<file path="src/rtl/cmd_frame_uart_tx_if.sv">
// Frame-to-UART handshake bundle: frame request from the command generator,
// serial line and progress status back from the transmitter.
interface cmd_frame_uart_tx_if #(
    parameter int BYTE_NUM = 15
);
    localparam int IDX_W = (BYTE_NUM > 1) ? $clog2(BYTE_NUM) : 1;

    logic                    send_en;
    logic [8*BYTE_NUM-1:0]   instr;
    logic                    uart_txd;
    logic                    busy;
    logic                    trans_done;
    logic [IDX_W-1:0]        byte_idx;

    modport master (
        output send_en,
        output instr,
        input  uart_txd,
        input  busy,
        input  trans_done,
        input  byte_idx
    );

    modport slave (
        input  send_en,
        input  instr,
        output uart_txd,
        output busy,
        output trans_done,
        output byte_idx
    );
endinterface

</file>
<file path="src/rtl/cmd_frame_uart_tx.sv">
// Serialises a packed multi-byte command frame (byte 0 first) as 8N1 UART.
// Define UART_PARITY_EN to insert an even-parity bit after each data byte.
module cmd_frame_uart_tx #(
    parameter int CLK_FREQ = 50000000,
    parameter int BAUD     = 115200,
    parameter int BYTE_NUM = 15
) (
    input  logic               sys_clk,
    input  logic               sys_rst_n,
    cmd_frame_uart_tx_if.slave bus
);
    localparam int BAUD_DIV = CLK_FREQ / BAUD;
    localparam int BW       = (BAUD_DIV > 1) ? $clog2(BAUD_DIV) : 1;
    localparam int IDX_W    = (BYTE_NUM > 1) ? $clog2(BYTE_NUM) : 1;
    localparam logic [BW-1:0]    BAUD_LAST = BW'(BAUD_DIV - 1);
    localparam logic [IDX_W-1:0] IDX_LAST  = IDX_W'(BYTE_NUM - 1);

`ifdef UART_PARITY_EN
    typedef enum logic [2:0] {IDLE, START, DATA, PARITY, STOP} state_t;
`else
    typedef enum logic [1:0] {IDLE, START, DATA, STOP} state_t;
`endif

    state_t                r_state;
    logic [BW-1:0]         r_baud_cnt;
    logic [2:0]            r_bit_cnt;
    logic [IDX_W-1:0]      r_byte_idx;
    logic                  r_txd;
    logic                  r_trans_done;
    logic [8*BYTE_NUM-1:0] r_frame;

    state_t                w_state_nxt;
    logic [BW-1:0]         w_baud_nxt;
    logic [2:0]            w_bit_nxt;
    logic [IDX_W-1:0]      w_idx_nxt;
    logic                  w_txd_nxt;
    logic                  w_done_nxt;
    logic                  w_load;
    logic                  w_shift;
    logic                  w_wrap;
    logic [7:0]            w_cur_byte;

    assign w_wrap     = (r_baud_cnt == BAUD_LAST);
    // The frame register shifts down one byte per completed byte, so the
    // byte on the line is always the low byte.
    assign w_cur_byte = r_frame[7:0];

    always_comb begin
        w_state_nxt = r_state;
        w_baud_nxt  = r_baud_cnt;
        w_bit_nxt   = r_bit_cnt;
        w_idx_nxt   = r_byte_idx;
        w_done_nxt  = 1'b0;
        w_load      = 1'b0;
        w_shift     = 1'b0;

        if (r_state == IDLE) begin
            w_baud_nxt = '0;
            w_bit_nxt  = '0;
            w_idx_nxt  = '0;
            if (bus.send_en) begin
                w_state_nxt = START;
                w_load      = 1'b1;
            end
        end else begin
            w_baud_nxt = w_wrap ? '0 : r_baud_cnt + 1'b1;
            if (w_wrap) begin
                case (r_state)
                    START: begin
                        w_state_nxt = DATA;
                        w_bit_nxt   = '0;
                    end
                    DATA: begin
                        if (r_bit_cnt == 3'd7) begin
`ifdef UART_PARITY_EN
                            w_state_nxt = PARITY;
`else
                            w_state_nxt = STOP;
`endif
                        end else begin
                            w_bit_nxt = r_bit_cnt + 3'd1;
                        end
                    end
`ifdef UART_PARITY_EN
                    PARITY: w_state_nxt = STOP;
`endif
                    STOP: begin
                        if (r_byte_idx == IDX_LAST) begin
                            w_state_nxt = IDLE;
                            w_idx_nxt   = '0;
                            w_done_nxt  = 1'b1;
                        end else begin
                            w_state_nxt = START;
                            w_idx_nxt   = r_byte_idx + 1'b1;
                            w_shift     = 1'b1;
                        end
                    end
                    default: w_state_nxt = IDLE;
                endcase
            end
        end

        // Line level is registered from the next state to keep uart_txd glitch-free.
        w_txd_nxt = 1'b1;
        case (w_state_nxt)
            START:   w_txd_nxt = 1'b0;
            DATA:    w_txd_nxt = w_cur_byte[w_bit_nxt];
`ifdef UART_PARITY_EN
            PARITY:  w_txd_nxt = ^w_cur_byte;
`endif
            default: w_txd_nxt = 1'b1;
        endcase
    end

    always_ff @(posedge sys_clk) begin
        if (!sys_rst_n) begin
            r_state <= IDLE;
        end else begin
            r_state <= w_state_nxt;
        end
    end

    always_ff @(posedge sys_clk) begin
        if (!sys_rst_n) begin
            r_baud_cnt   <= '0;
            r_bit_cnt    <= '0;
            r_byte_idx   <= '0;
            r_txd        <= 1'b1;
            r_trans_done <= 1'b0;
        end else begin
            r_baud_cnt   <= w_baud_nxt;
            r_bit_cnt    <= w_bit_nxt;
            r_byte_idx   <= w_idx_nxt;
            r_txd        <= w_txd_nxt;
            r_trans_done <= w_done_nxt;
        end
    end

    always_ff @(posedge sys_clk) begin
        if (w_load) begin
            r_frame <= bus.instr;
        end else if (w_shift) begin
            r_frame <= r_frame >> 8;
        end
    end

    assign bus.uart_txd   = r_txd;
    assign bus.busy       = (r_state != IDLE);
    assign bus.trans_done = r_trans_done;
    assign bus.byte_idx   = r_byte_idx;
endmodule

</file>
<file path="src/flat_wrapper.sv">
// flat-port wrapper written by rule: the top's interface ports become plain ports
module cmd_frame_uart_tx_flat 
#(
    parameter int CLK_FREQ = 50000000,
    parameter int BAUD     = 115200,
    parameter int BYTE_NUM = 15
)
  (sys_clk, sys_rst_n, bus_send_en, bus_instr, bus_uart_txd, bus_busy, bus_trans_done, bus_byte_idx);
  cmd_frame_uart_tx_if #(.BYTE_NUM(BYTE_NUM)) bus_i ();
  input  logic sys_clk;
  input  logic sys_rst_n;
  input wire logic [$bits(bus_i.send_en)-1:0] bus_send_en;
  input wire logic [$bits(bus_i.instr)-1:0] bus_instr;
  output wire logic [$bits(bus_i.uart_txd)-1:0] bus_uart_txd;
  output wire logic [$bits(bus_i.busy)-1:0] bus_busy;
  output wire logic [$bits(bus_i.trans_done)-1:0] bus_trans_done;
  output wire logic [$bits(bus_i.byte_idx)-1:0] bus_byte_idx;
  assign bus_i.send_en = bus_send_en;
  assign bus_i.instr = bus_instr;
  assign bus_uart_txd = bus_i.uart_txd;
  assign bus_busy = bus_i.busy;
  assign bus_trans_done = bus_i.trans_done;
  assign bus_byte_idx = bus_i.byte_idx;
  cmd_frame_uart_tx #(.CLK_FREQ(CLK_FREQ), .BAUD(BAUD), .BYTE_NUM(BYTE_NUM)) u_core (.sys_clk(sys_clk), .sys_rst_n(sys_rst_n), .bus(bus_i));
endmodule
</file>
<file path="config.mk">
export PLATFORM = sky130hd
export DESIGN_NAME = cmd_frame_uart_tx_flat
export DESIGN_NICKNAME = d
export VERILOG_FILES = /design/src/rtl/cmd_frame_uart_tx_if.sv /design/src/rtl/cmd_frame_uart_tx.sv /design/src/flat_wrapper.sv
export SDC_FILE = /design/constraint.sdc
export NUM_CORES = 1
export LEC_CHECK = 0
export ABC_CLOCK_PERIOD_IN_PS = 20100
export BUFFER_PORTS_ARGS = -buffer_cell sky130_fd_sc_hd__buf_2
export CAP_MARGIN = 20
export CORE_ASPECT_RATIO = 0.75
export CORE_UTILIZATION = 35
export CTS_CLUSTER_DIAMETER = 150
export DETAILED_ROUTE_END_ITERATION = 10
export GPL_TIMING_DRIVEN = 0
export PLACE_DENSITY_LB_ADDON = 0.3
export SETUP_SLACK_MARGIN = 0.2
export SLEW_MARGIN = 25
export SYNTH_ARGS = -nofsm -noshare
export SYNTH_HDL_FRONTEND = slang
export SYNTH_SLANG_ARGS = --single-unit
export TNS_END_PERCENT = 1
</file>
<file path="constraint.sdc">
create_clock -name sys_clk -period 20.1 [get_ports sys_clk]
set_clock_uncertainty 0.05 [all_clocks]
set_input_delay 3.015 -clock sys_clk [delete_from_list [all_inputs] [get_ports sys_clk]]
set_output_delay 3.015 -clock sys_clk [all_outputs]
set_load 0.01 [all_outputs]
</file>
==> flow_summary.json <==
{
  "status": "completed",
  "clock_latency_ps": 420,
  "synth_seq_area_share_pct": 64.3,
  "overflow": 0,
  "cts_resized": 0,
  "slew_violations": 0,
  "finalSetupTns_ps": 0,
  "root_buffer": "clkbuf_16",
  "routabilityCongestion": 0.830,
  "synth_nets": 527,
  "synthCells": 398,
  "peakVddDrop_mv": 0.0484,
  "crit_path_start_kind": "input port",
  "switchingPower_mw": 0.189,
  "path_class": "in -> reg",
  "worstPathArrival_ps": 5610,
  "num_rows": 41,
  "min_period_ps": 5530,
  "synth_seq_cells": 140,
  "mostFrequentLayoutCell": "buf_2",
  "final_area_sq_um": 7860,
  "vias_per_cell": 4.78,
  "ys_types": 53,
  "post_cts_buffers": 0,
  "drive_above_1_share_pct": 53.6,
  "max_slew_margin_pct": 59.7,
  "portBuffers": 129,
  "cp_slowest_cell": "clkbuf_1",
  "ant_nets": 0,
  "final-setup-viol-count": 0,
  "die_w_microns": 156,
  "ios": 130,
  "layout_worst_path_cycle_share_pct": 27.5,
  "cts_buffer_depth": 2,
  "initial_core_util_pct": 36.4,
  "pwr-share-seq_pct": 47.2,
  "rsz0062_at_grt": "false",
  "grt_pass1_wl_microns": 21300,
  "seq_area_sq_um": 4000,
  "pre_cts_ws_ps": 14110,
  "multi_input_area_sq_um": 2100,
  "worst-path-stages": 11,
  "cts-hold-fix-buffers": 0,
  "nFillCells": 1527,
  "post-dp-hpwl_microns": 10000,
  "critPathBufInv": 9,
  "critical_path.cell_chain": "buf_2 > clkbuf_1 > nand2_1 > clkbuf_1 > buf_2 > o41ai_2 > buf_2 > buf_2 > buf_2 > buf_4 > buf_2",
  "cp.required_ps": 20170,
  "power_density_nw_per_um2": 105,
  "max_freq_ghz": 0.181,
  "worst_setup_path_endpoint": "u_core.r_frame[85]$_DFFE_PP_",
  "setup_ws_ps": 14570,
  "synth_area_sq_um": 6220,
  "maxCapViolCount": 0,
  "wire_per_inst_microns": 16.5,
  "antenna_found_initial": 4,
  "critPathLaunch": "bus_send_en",
  "cts_buffers": 17,
  "cts_tree": "built",
  "clock_power_share_pct": 36.9,
  "power.leakage_nw": 3.02,
  "worstMarginPinSlew_ps": 605,
  "synth.top_cell.area_share_pct": 57.9,
  "yosysTopAreaCell": "edfxtp_1",
  "p_comb_share_pct": 15.9,
  "drt_iter0_markers": 321,
  "clk_pin_slew_worst_paths_ps": 60,
  "cp_max_fo": 10,
  "crit_family": "buffers and inverters",
  "core_sq_um": 17100,
  "final_cell_mix": "buf_2, edfxtp_1, mux2_2",
  "synth.avg_cell_area_sq_um": 15.6,
  "reg2reg_depth": 10,
  "finalHoldViolations": 0,
  "die_h_microns": 117,
  "postPlaceCellArea_sq_um": 7290,
  "wl_microns": 13500,
  "cts.sinks": 140,
  "synthTopCellsByArea": "edfxtp_1, mux2_2, dfxtp_1",
  "swShare_pct": 22.9,
  "dieArea_sq_um": 18300,
  "htreeDepth": 4,
  "internal_power_mw": 0.637,
  "drc": 0,
  "synthArstFlopShare_pct": 0,
  "r2r-end": "u_core.r_frame[85]$_DFFE_PP_",
  "final_nets": 697,
  "grt_pass1_vias": 4152,
  "cp_common_cell": "buf_2",
  "max_stage_delay_ps": 450,
  "reg2reg_from": "u_core.r_state[1]$_SDFF_PN0_",
  "cp-end-kind": "flip-flop",
  "area_growth_pct": 26.2,
  "num_vias": 3902,
  "whs_ps": 470,
  "synth_enable_flop_cells": 120,
  "synth_warnings": 0,
  "grt_max_degree": 17,
  "grt_usage_pct": 15.5,
  "hold_path_class": "reg -> reg",
  "rrSetupSlack_ps": 16800,
  "synthFlopType": "edfxtp_1",
  "drt_pass1_iterations": 4
}
[kinds of logic (layout without fill, tap and decap cells)]
logic type	after synthesis	in the layout	synth area share, %
buf+inv	29	209	1.97
flops	140	140	64.3
compound gates	34	34	4.54
other cells	0	3	0
xor+xnor	7	7	0.985
fa+ha+maj	6	6	1.21
simple gates	68	68	6.33
mux	114	114	20.6
[cells in the mapped netlist, types with 5 or more instances]
cell	count
edfxtp_1	120
mux2_2	113
dfxtp_1	20
nor2_1	19
inv_1	13
and3_1	10
nand2_1	9
buf_2	8
nand4_1	7
a21oi_1	6
ha_1	6
xor2_1	6
nand3_1	5
[how the worst min path moves through the flow]
| stage | start | to | slack (ps) | cells past startpoint |
|---|---|---|---|---|
| 2_1_floorplan | u_core.r_baud_cnt[0]$_SDFF_PP0_ | u_core.r_baud_cnt[0]$_SDFF_PP0_ | 410 | 1 |
| 3_3_place_gp | u_core.r_baud_cnt[0]$_SDFF_PP0_ | u_core.r_baud_cnt[0]$_SDFF_PP0_ | 430 | 1 |
| 3_5_place_dp | u_core.r_baud_cnt[0]$_SDFF_PP0_ | u_core.r_baud_cnt[0]$_SDFF_PP0_ | 460 | 1 |
| 4_1_cts | u_core.r_baud_cnt[0]$_SDFF_PP0_ | u_core.r_baud_cnt[0]$_SDFF_PP0_ | 480 | 1 |
| 5_1_grt | u_core.r_baud_cnt[0]$_SDFF_PP0_ | u_core.r_baud_cnt[0]$_SDFF_PP0_ | 490 | 1 |
| 6_report | u_core.r_baud_cnt[0]$_SDFF_PP0_ | u_core.r_baud_cnt[0]$_SDFF_PP0_ | 470 | 1 |
[worst register-to-register path: stages, from the launching register on]
cell and delay, ps:
dfxtp_1 370, inv_1 80, ha_1 250, buf_2 220, clkbuf_1 290, o41ai_2 610, buf_2 300, buf_2 240
buf_2 230, buf_4 180, buf_2 180
[layer usage]
metal | part of all wire [%] | vias to the layer above | global-route usage (%)
met5 | 0.059 | - | 0
met4 | 1.1 | 2 | 4.23
met3 | 8.8 | 18 | 7.29
met2 | 45 | 121 | 22.9
met1 | 45 | 1869 | 20.2
li1 | - | 1892 | -
[layout make-up]
type	count	share of cell area, %
flip-flops and latches	140	51.0
multi-input cells	229	26.8
repair buffers	151	9.72
clock buffers	19	5.51
well taps	236	3.76
clock inverters	10	1.61
plain buffers	16	0.940
inverters	13	0.621
diodes	3	0.0956
[power by group through the flow]
stage	registers (mW)	clock network, mW	logic, mW
after floorplan	0.406	0	0.0895
after global placement	0.417	0	0.123
after detailed placement	0.397	0	0.133
after CTS	0.391	0.312	0.134
after global routing	0.395	0.325	0.145
final	0.390	0.305	0.131
[registers in the layout, summed over array words and instances, names as in the netlist]
signal,cells
u_core.r_frame,120
u_core.r_baud_cnt,9
u_core.bus.byte_idx,4
u_core.r_bit_cnt,3
u_core.r_state,2
u_core.bus.trans_done,1
u_core.bus.uart_txd,1
[through the flow]
stage	std cells	utilization, %	power (mW)
finish	817	46.0	0.826
global route	815	46.0	0.865
CTS	814	45.9	0.837
detailed placement	785	42.7	0.529
global placement	763	41.9	0.540
floorplan	398	-	0.495
(Power assumes the default switching activity.)
